<file path="config.mk">
export PLATFORM = sky130hd
export DESIGN_NAME = nibble_byte_assembler
export DESIGN_NICKNAME = d
export VERILOG_FILES = /design/src/rtl/nibble_byte_assembler.sv
export SDC_FILE = /design/constraint.sdc
export NUM_CORES = 1
export LEC_CHECK = 0
export BUFFER_PORTS_ARGS = -buffer_cell sky130_fd_sc_hd__buf_2
export CAP_MARGIN = 25
export CORE_ASPECT_RATIO = 0.8
export CORE_MARGIN = 2
export CORE_UTILIZATION = 35
export CTS_CLUSTER_SIZE = 20
export DETAILED_ROUTE_END_ITERATION = 16
export MAX_ROUTING_LAYER = met4
export PLACE_DENSITY = 0.52
export SYNTH_ARGS = -nofsm -noshare
export SYNTH_HDL_FRONTEND = slang
export SYNTH_SLANG_ARGS = --single-unit
export TNS_END_PERCENT = 5
</file>
<file path="constraint.sdc">
create_clock -name i_clk -period 5.2 [get_ports i_clk]
set_input_delay 0.78 -clock i_clk [delete_from_list [all_inputs] [get_ports i_clk]]
set_output_delay 0.78 -clock i_clk [all_outputs]
set_load 0.1 [all_outputs]
</file>
<file path="src/rtl/nibble_byte_assembler.sv">
// Pairs decoded Hamming nibbles into bytes, buffers them in a small FIFO and
// starts one UART frame per byte, pacing on the transmitter busy flag.
`timescale 1ns/1ps
module nibble_byte_assembler #(
    parameter int LOW_FIRST  = 1,
    parameter int FIFO_DEPTH = 4,
    parameter int DROP_BAD   = 0,
    parameter int BUSY_WAIT  = 8
) (
    input  logic                          i_clk,
    input  logic                          i_reset,
    input  logic [3:0]                    i_nib_in,
    input  logic                          i_nib_valid,
    input  logic                          i_nib_corr,
    input  logic                          i_nib_uncorr,
    input  logic                          i_nib_sync,
    input  logic                          i_tx_busy,
    output logic [7:0]                    o_tx_byte,
    output logic                          o_tx_enable,
    output logic [$clog2(FIFO_DEPTH):0]   o_fifo_level,
    output logic                          o_overflow,
    output logic [7:0]                    o_corr_cnt,
    output logic [7:0]                    o_drop_cnt
);

    localparam int AW = $clog2(FIFO_DEPTH);
    localparam int LW = AW + 1;
    localparam int CW = (BUSY_WAIT > 1) ? $clog2(BUSY_WAIT) : 1;
    localparam logic [LW-1:0] LVL_ONE  = LW'(1);
    localparam logic [LW-1:0] LVL_FULL = LW'(FIFO_DEPTH);
    localparam logic [CW-1:0] WAIT_END = CW'(BUSY_WAIT - 1);

    typedef enum logic [1:0] {
        S_IDLE    = 2'd0,
        S_START   = 2'd1,
        S_WAIT_HI = 2'd2,
        S_WAIT_LO = 2'd3
    } state_t;

    function automatic logic [7:0] sat_inc(input logic [7:0] v);
        return (v == 8'hFF) ? v : v + 8'd1;
    endfunction

    state_t          r_state;
    state_t          w_next;
    logic            r_phase;
    logic [3:0]      r_first_nib;
    logic            r_first_bad;
    logic            r_pend_vld;
    logic [7:0]      r_pend_byte;
    logic            r_pend_bad;
    logic [7:0]      r_mem [FIFO_DEPTH];
    logic [AW-1:0]   r_wr_ptr;
    logic [AW-1:0]   r_rd_ptr;
    logic [LW-1:0]   r_level;
    logic [CW-1:0]   r_wait_cnt;
    logic [7:0]      r_tx_byte;
    logic            r_tx_enable;
    logic            r_overflow;
    logic [7:0]      r_corr_cnt;
    logic [7:0]      r_drop_cnt;

    logic            w_take_first;
    logic            w_complete;
    logic [7:0]      w_assembled;
    logic            w_push_req;
    logic            w_bad_drop;
    logic            w_pop;
    logic            w_full;
    logic            w_push;
    logic            w_lost;

    // A sync pulse restarts pairing; a nibble arriving with it becomes the first half.
    assign w_take_first = i_nib_valid & (i_nib_sync | ~r_phase);
    assign w_complete   = i_nib_valid & ~i_nib_sync & r_phase;
    assign w_assembled  = (LOW_FIRST != 0) ? {i_nib_in, r_first_nib} : {r_first_nib, i_nib_in};

    assign w_bad_drop = r_pend_vld & r_pend_bad & (DROP_BAD != 0);
    assign w_push_req = r_pend_vld & ~w_bad_drop;
    assign w_pop      = (r_state == S_START);
    assign w_full     = (r_level == LVL_FULL);
    assign w_push     = w_push_req & (~w_full | w_pop);
    assign w_lost     = w_push_req & w_full & ~w_pop;

    // Nibble pairing and the one-cycle staging register ahead of the FIFO.
    always_ff @(posedge i_clk or posedge i_reset) begin
        if (i_reset) begin
            r_phase     <= 1'b0;
            r_first_nib <= 4'h0;
            r_first_bad <= 1'b0;
            r_pend_vld  <= 1'b0;
            r_pend_byte <= 8'h00;
            r_pend_bad  <= 1'b0;
        end else begin
            r_pend_vld <= w_complete;
            if (w_take_first) begin
                r_phase     <= 1'b1;
                r_first_nib <= i_nib_in;
                r_first_bad <= i_nib_uncorr;
            end else if (w_complete || i_nib_sync) begin
                r_phase <= 1'b0;
            end else begin
                r_phase <= r_phase;
            end
            if (w_complete) begin
                r_pend_byte <= w_assembled;
                r_pend_bad  <= r_first_bad | i_nib_uncorr;
            end else begin
                r_pend_byte <= r_pend_byte;
                r_pend_bad  <= r_pend_bad;
            end
        end
    end

    // Byte FIFO storage, pointers and occupancy.
    always_ff @(posedge i_clk or posedge i_reset) begin
        if (i_reset) begin
            for (int i = 0; i < FIFO_DEPTH; i++) begin
                r_mem[i] <= 8'h00;
            end
            r_wr_ptr <= {AW{1'b0}};
            r_rd_ptr <= {AW{1'b0}};
            r_level  <= {LW{1'b0}};
        end else begin
            if (w_push) begin
                r_mem[r_wr_ptr] <= r_pend_byte;
                r_wr_ptr        <= r_wr_ptr + {{(AW-1){1'b0}}, 1'b1};
            end
            if (w_pop) begin
                r_rd_ptr <= r_rd_ptr + {{(AW-1){1'b0}}, 1'b1};
            end
            case ({w_push, w_pop})
                2'b10:   r_level <= r_level + LVL_ONE;
                2'b01:   r_level <= r_level - LVL_ONE;
                default: r_level <= r_level;
            endcase
        end
    end

    // Transmit FSM state register and busy-rise timeout counter.
    always_ff @(posedge i_clk or posedge i_reset) begin
        if (i_reset) begin
            r_state    <= S_IDLE;
            r_wait_cnt <= {CW{1'b0}};
        end else begin
            r_state <= w_next;
            if (r_state == S_WAIT_HI) begin
                r_wait_cnt <= r_wait_cnt + {{(CW-1){1'b0}}, 1'b1};
            end else begin
                r_wait_cnt <= {CW{1'b0}};
            end
        end
    end

    // Transmit FSM next-state logic.
    always_comb begin
        w_next = r_state;
        case (r_state)
            S_IDLE: begin
                if ((r_level != {LW{1'b0}}) && !i_tx_busy) w_next = S_START;
                else                                       w_next = S_IDLE;
            end
            S_START: w_next = S_WAIT_HI;
            S_WAIT_HI: begin
                if (i_tx_busy)                   w_next = S_WAIT_LO;
                else if (r_wait_cnt == WAIT_END) w_next = S_IDLE;
                else                             w_next = S_WAIT_HI;
            end
            S_WAIT_LO: begin
                if (!i_tx_busy) w_next = S_IDLE;
                else            w_next = S_WAIT_LO;
            end
            default: w_next = S_IDLE;
        endcase
    end

    // Registered transmitter handshake and status counters.
    always_ff @(posedge i_clk or posedge i_reset) begin
        if (i_reset) begin
            r_tx_byte   <= 8'h00;
            r_tx_enable <= 1'b0;
            r_overflow  <= 1'b0;
            r_corr_cnt  <= 8'h00;
            r_drop_cnt  <= 8'h00;
        end else begin
            r_tx_enable <= w_pop;
            r_tx_byte   <= w_pop ? r_mem[r_rd_ptr] : r_tx_byte;
            r_overflow  <= r_overflow | w_lost;
            if (i_nib_valid && i_nib_corr && !i_nib_uncorr) r_corr_cnt <= sat_inc(r_corr_cnt);
            else                                            r_corr_cnt <= r_corr_cnt;
            if (w_bad_drop || w_lost) r_drop_cnt <= sat_inc(r_drop_cnt);
            else                      r_drop_cnt <= r_drop_cnt;
        end
    end

    assign o_tx_byte    = r_tx_byte;
    assign o_tx_enable  = r_tx_enable;
    assign o_fifo_level = r_level;
    assign o_overflow   = r_overflow;
    assign o_corr_cnt   = r_corr_cnt;
    assign o_drop_cnt   = r_drop_cnt;

endmodule

</file>
==> summary.md <==
| Metric | Value |
|---|---|
| Crit Path Max Fanout | 15 |
| Static leakage | 0.00216 uW |
| Setup CP Type | register to register |
| Postcts setup bufs | 0 |
| First-pass GRT wire length | about 12 mm |
| Reg2Reg Depth | 8 |
| Final setup violation count | 0 |
| CP most frequent cell | nand2b_1 |
| Seq/Total Area, Yosys | a little over half |
| Number of global-route vias before repair | between 2k and 2.5k |
| Total power | 2770 uW |
| Starting Density | between 30% and 40% |
| Slowest-stage cell, CP | nand2b_1 |
| Peak supply drop | a little under 400 uV |
| Worst path depth | 8 |
| Synthesized area per cell | about 13 um2 |
| Clock Latency Late Sink | between 300 and 400 ps |
| DP Area | ~4200 um2 |
| Top FF cell, synth | dfrtp_1 |
| DP Wirelength | ~5 mm |
| R2r setup slk | 2680 ps |
| Post-Layout Cell Count | between 400 and 500 |
| # DRC | 0 |
| Worst Setup End Kind | register |
| CTS Buffer Depth | 2 |
| 1st-iter DRT viols | 83 |
| Crit path launch | r_state[1] |
| CTS tree | yes |
| RSZ-0062 raised after global routing | false |
| Clock Skew | 5.97 ps |
| EDFF count, synth | 0 |
| Crit-path max cell delay | 510 ps |
| Post-CTS Hold Buffers | 0 |
| Die ar. | roughly 12000 um2 |
| Final WS setup | roughly 2700 ps |
| DR vias | 2232 |
| Rel. slew slack | 50.4% |
| Commonest non-fill, non-tap cell in the layout | dfrtp_1 |
| Largest net degree at the start of global routing | between 50 and 60 |
| Area growth from synthesis to layout | 15.4% |
| DIE HEIGHT | between 90 and 100 um |
| Finished Cell Area | about 4500 um2 |
| Fraction of registers with async set or reset after synthesis | 100% |
| Clock root cell | clkbuf_16 |
| Cell chain of the critical path | nand2b_1 -> inv_2 -> nand2b_1 -> fa_1 -> and4bb_2 -> a31oi_1 -> nor2_1 -> a21oi_1 |
| Worst R2R Start | r_state[1] |
| Setup TNS Final | 0 ps |
| Post_cts resized | 0 |
| Dpl ws | roughly 2800 ps |
| Commonest cells after routing, fill and taps aside | dfrtp_1 (84), nand2_1 (61), buf_2 (39) |
| Outcome | completed |
| Routed wire per std cell | between 10 and 15 um |
| Top Family by Delay on Critical Path | simple AND/OR/NAND/NOR gates |
| Antenna viol nets, final | 0 |
| Placed insts | 465 |
| RR Endpoint | o_fifo_level[2] |
| CP Capture Point | o_fifo_level[2] |
| Core box area | ~11000 um2 |
| Seq cells post-synth | 84 |
| Num ports | 40 |
| Fin nets | 353 |
| CTS Buf Count | 9 |
| Cell Pwr Density | a little over 600 nW/um2 |
| Site row count | 34 |
| Ant diodes | 0 |
| Total Wirelength | approximately 7 mm |
| Slew @ Worst Pin | about 740 ps |
| Max Slew Vio Count | 0 |
| Die W | ~120 um |
| Worst-path clk slew | 60 ps |
| Final period util | around half |
| First-pass detailed-route iteration total | 4 |
| Final GP Congestion | a little under 0.8 |
| Yosys Warn Count | 0 |
| Final min period | around 2500 ps |
| IO Port Bufs | 39 |
| FMAX | just under 0.4 GHz |
| Initial antenna violation count | 0 |
| Max_cap viols | 0 |
| Data arrival, critical path | about 2800 ps |
| GR Util All Layers | roughly 14% |
| CTS sink cnt | 84 |
| Grt ovf | 0 |
| Startpoint class of the critical path | register |
| Hold Vio Cnt, Final | 0 |
| Post-synth net total | ~310 |
| Yosys cell types | 44 |
| Layout cells sized above 1 | between 30% and 40% |
| Synthesized cell area | ~3900 um2 |
| CP Data Required Time | 5460 ps |
| Drt via density | 4.63 |
| Cells after Synth | slightly below 300 |
| Worst min path class | input port to async pin |
| H-tree depth | 3 |
| Crit path buffers/inverters | 1 |
==> stage by stage <==
stage / hold slack (ps) / utilization (%)
4_1_cts: 446 / 41.1
2_1_floorplan: 414 / -
5_1_grt: 300 / 41.3
3_3_place_gp: 444 / 38.6
6_report: 309 / 41.3
3_5_place_dp: 438 / 38.6
==> state kept, by name, indices dropped and copies added (netlist names) <==
signal        count
r_state           2
r_wr_ptr          2
r_phase           1
r_pend_byte       8
o_overflow        1
r_pend_vld        1
o_tx_enable       1
o_fifo_level      3
o_corr_cnt        8
r_rd_ptr          2
r_mem            32
r_first_nib       4
o_drop_cnt        8
o_tx_byte         8
r_wait_cnt        3
==> worst register-to-register path, cell delays in order, from the launching register on <==
cell and delay, ps:
dfrtp_1 430, nand2b_1 510, inv_2 400, nand2b_1 130
fa_1 390, and4bb_2 240, a31oi_1 130, nor2_1 60
a21oi_1 140
==> kinds of logic (layout without fill, tap and decap cells) <==
kind of cell / after synthesis / count (layout) / synth area share (%)
AOI/OAI and AO/OA: 11 / 11 / 2.26
xor gates and xnor gates: 15 / 15 / 3.40
adders and majority gates: 9 / 9 / 3.10
buffers and inverters: 18 / 65 / 2.81
DFF: 84 / 84 / 54.3
muxes: 52 / 52 / 20.5
and+or+nand+nor: 102 / 102 / 13.6
==> worst min-delay path by stage <==
stage | end | slack [ps] | cells past startpoint
floorplan | r_wait_cnt[0] | 410 | 1
global placement | r_wait_cnt[0] | 440 | 1
detailed placement | r_wait_cnt[0] | 440 | 1
CTS | r_wait_cnt[0] | 450 | 1
global route | r_first_nib[1] | 300 | 2
finish | o_drop_cnt[2] | 310 | 2
==> power by group <==
group / total [uW] / switching [uW] / leakage, uW / internal (uW)
sequential: 1090 / 217 / 0.00108 / 874
clock: 576 / 253 / 0.000127 / 323
combinational: 1110 / 712 / 0.000954 / 393
==> synth_stat cells, types with 2 or more instances <==
cell	instances	area share, %
mux2_2	11	3.2
nand2_1	61	5.9
xor2_1	6	1.4
inv_1	6	0.58
buf_2	3	0.39
nor2_1	6	0.58
ha_1	8	2.6
buf_6	5	1.5
and3b_1	2	0.45
mux2_4	32	12
or2_2	2	0.32
nand2b_1	4	0.65
nand4_1	2	0.32
nor3b_1	3	0.58
and3_4	4	1.2
nor3_1	4	0.52
a21oi_1	3	0.39
nand3b_1	2	0.39
nand3_1	3	0.39
clkbuf_1	2	0.19
dfrtp_1	84	54
mux4_2	8	4.7
xnor2_1	9	2.0
==> metal layers <==
layer	GRT usage [%]	vias up	wire, um	part of all wire, %
li1	-	1079	-	-
met1	20.2	1106	3770	53
met2	18.7	38	3040	42
met3	5.08	9	280	3.9
met4	3.98	0	86	1.2
met5	-	-	0	0
==> area by class of cell <==
type                            count  area, um2
Clock buffer                       12        236
Clock inverter                      4       26.3
Fill cell                        1059       6340
Inverter                            8       31.3
Multi-Input combinational cell    189       1660
Sequential cell                    84       2100
Tap cell                          144        180
Timing Repair Buffer               41        230
Note: power is estimated with default switching activity, not from simulation.
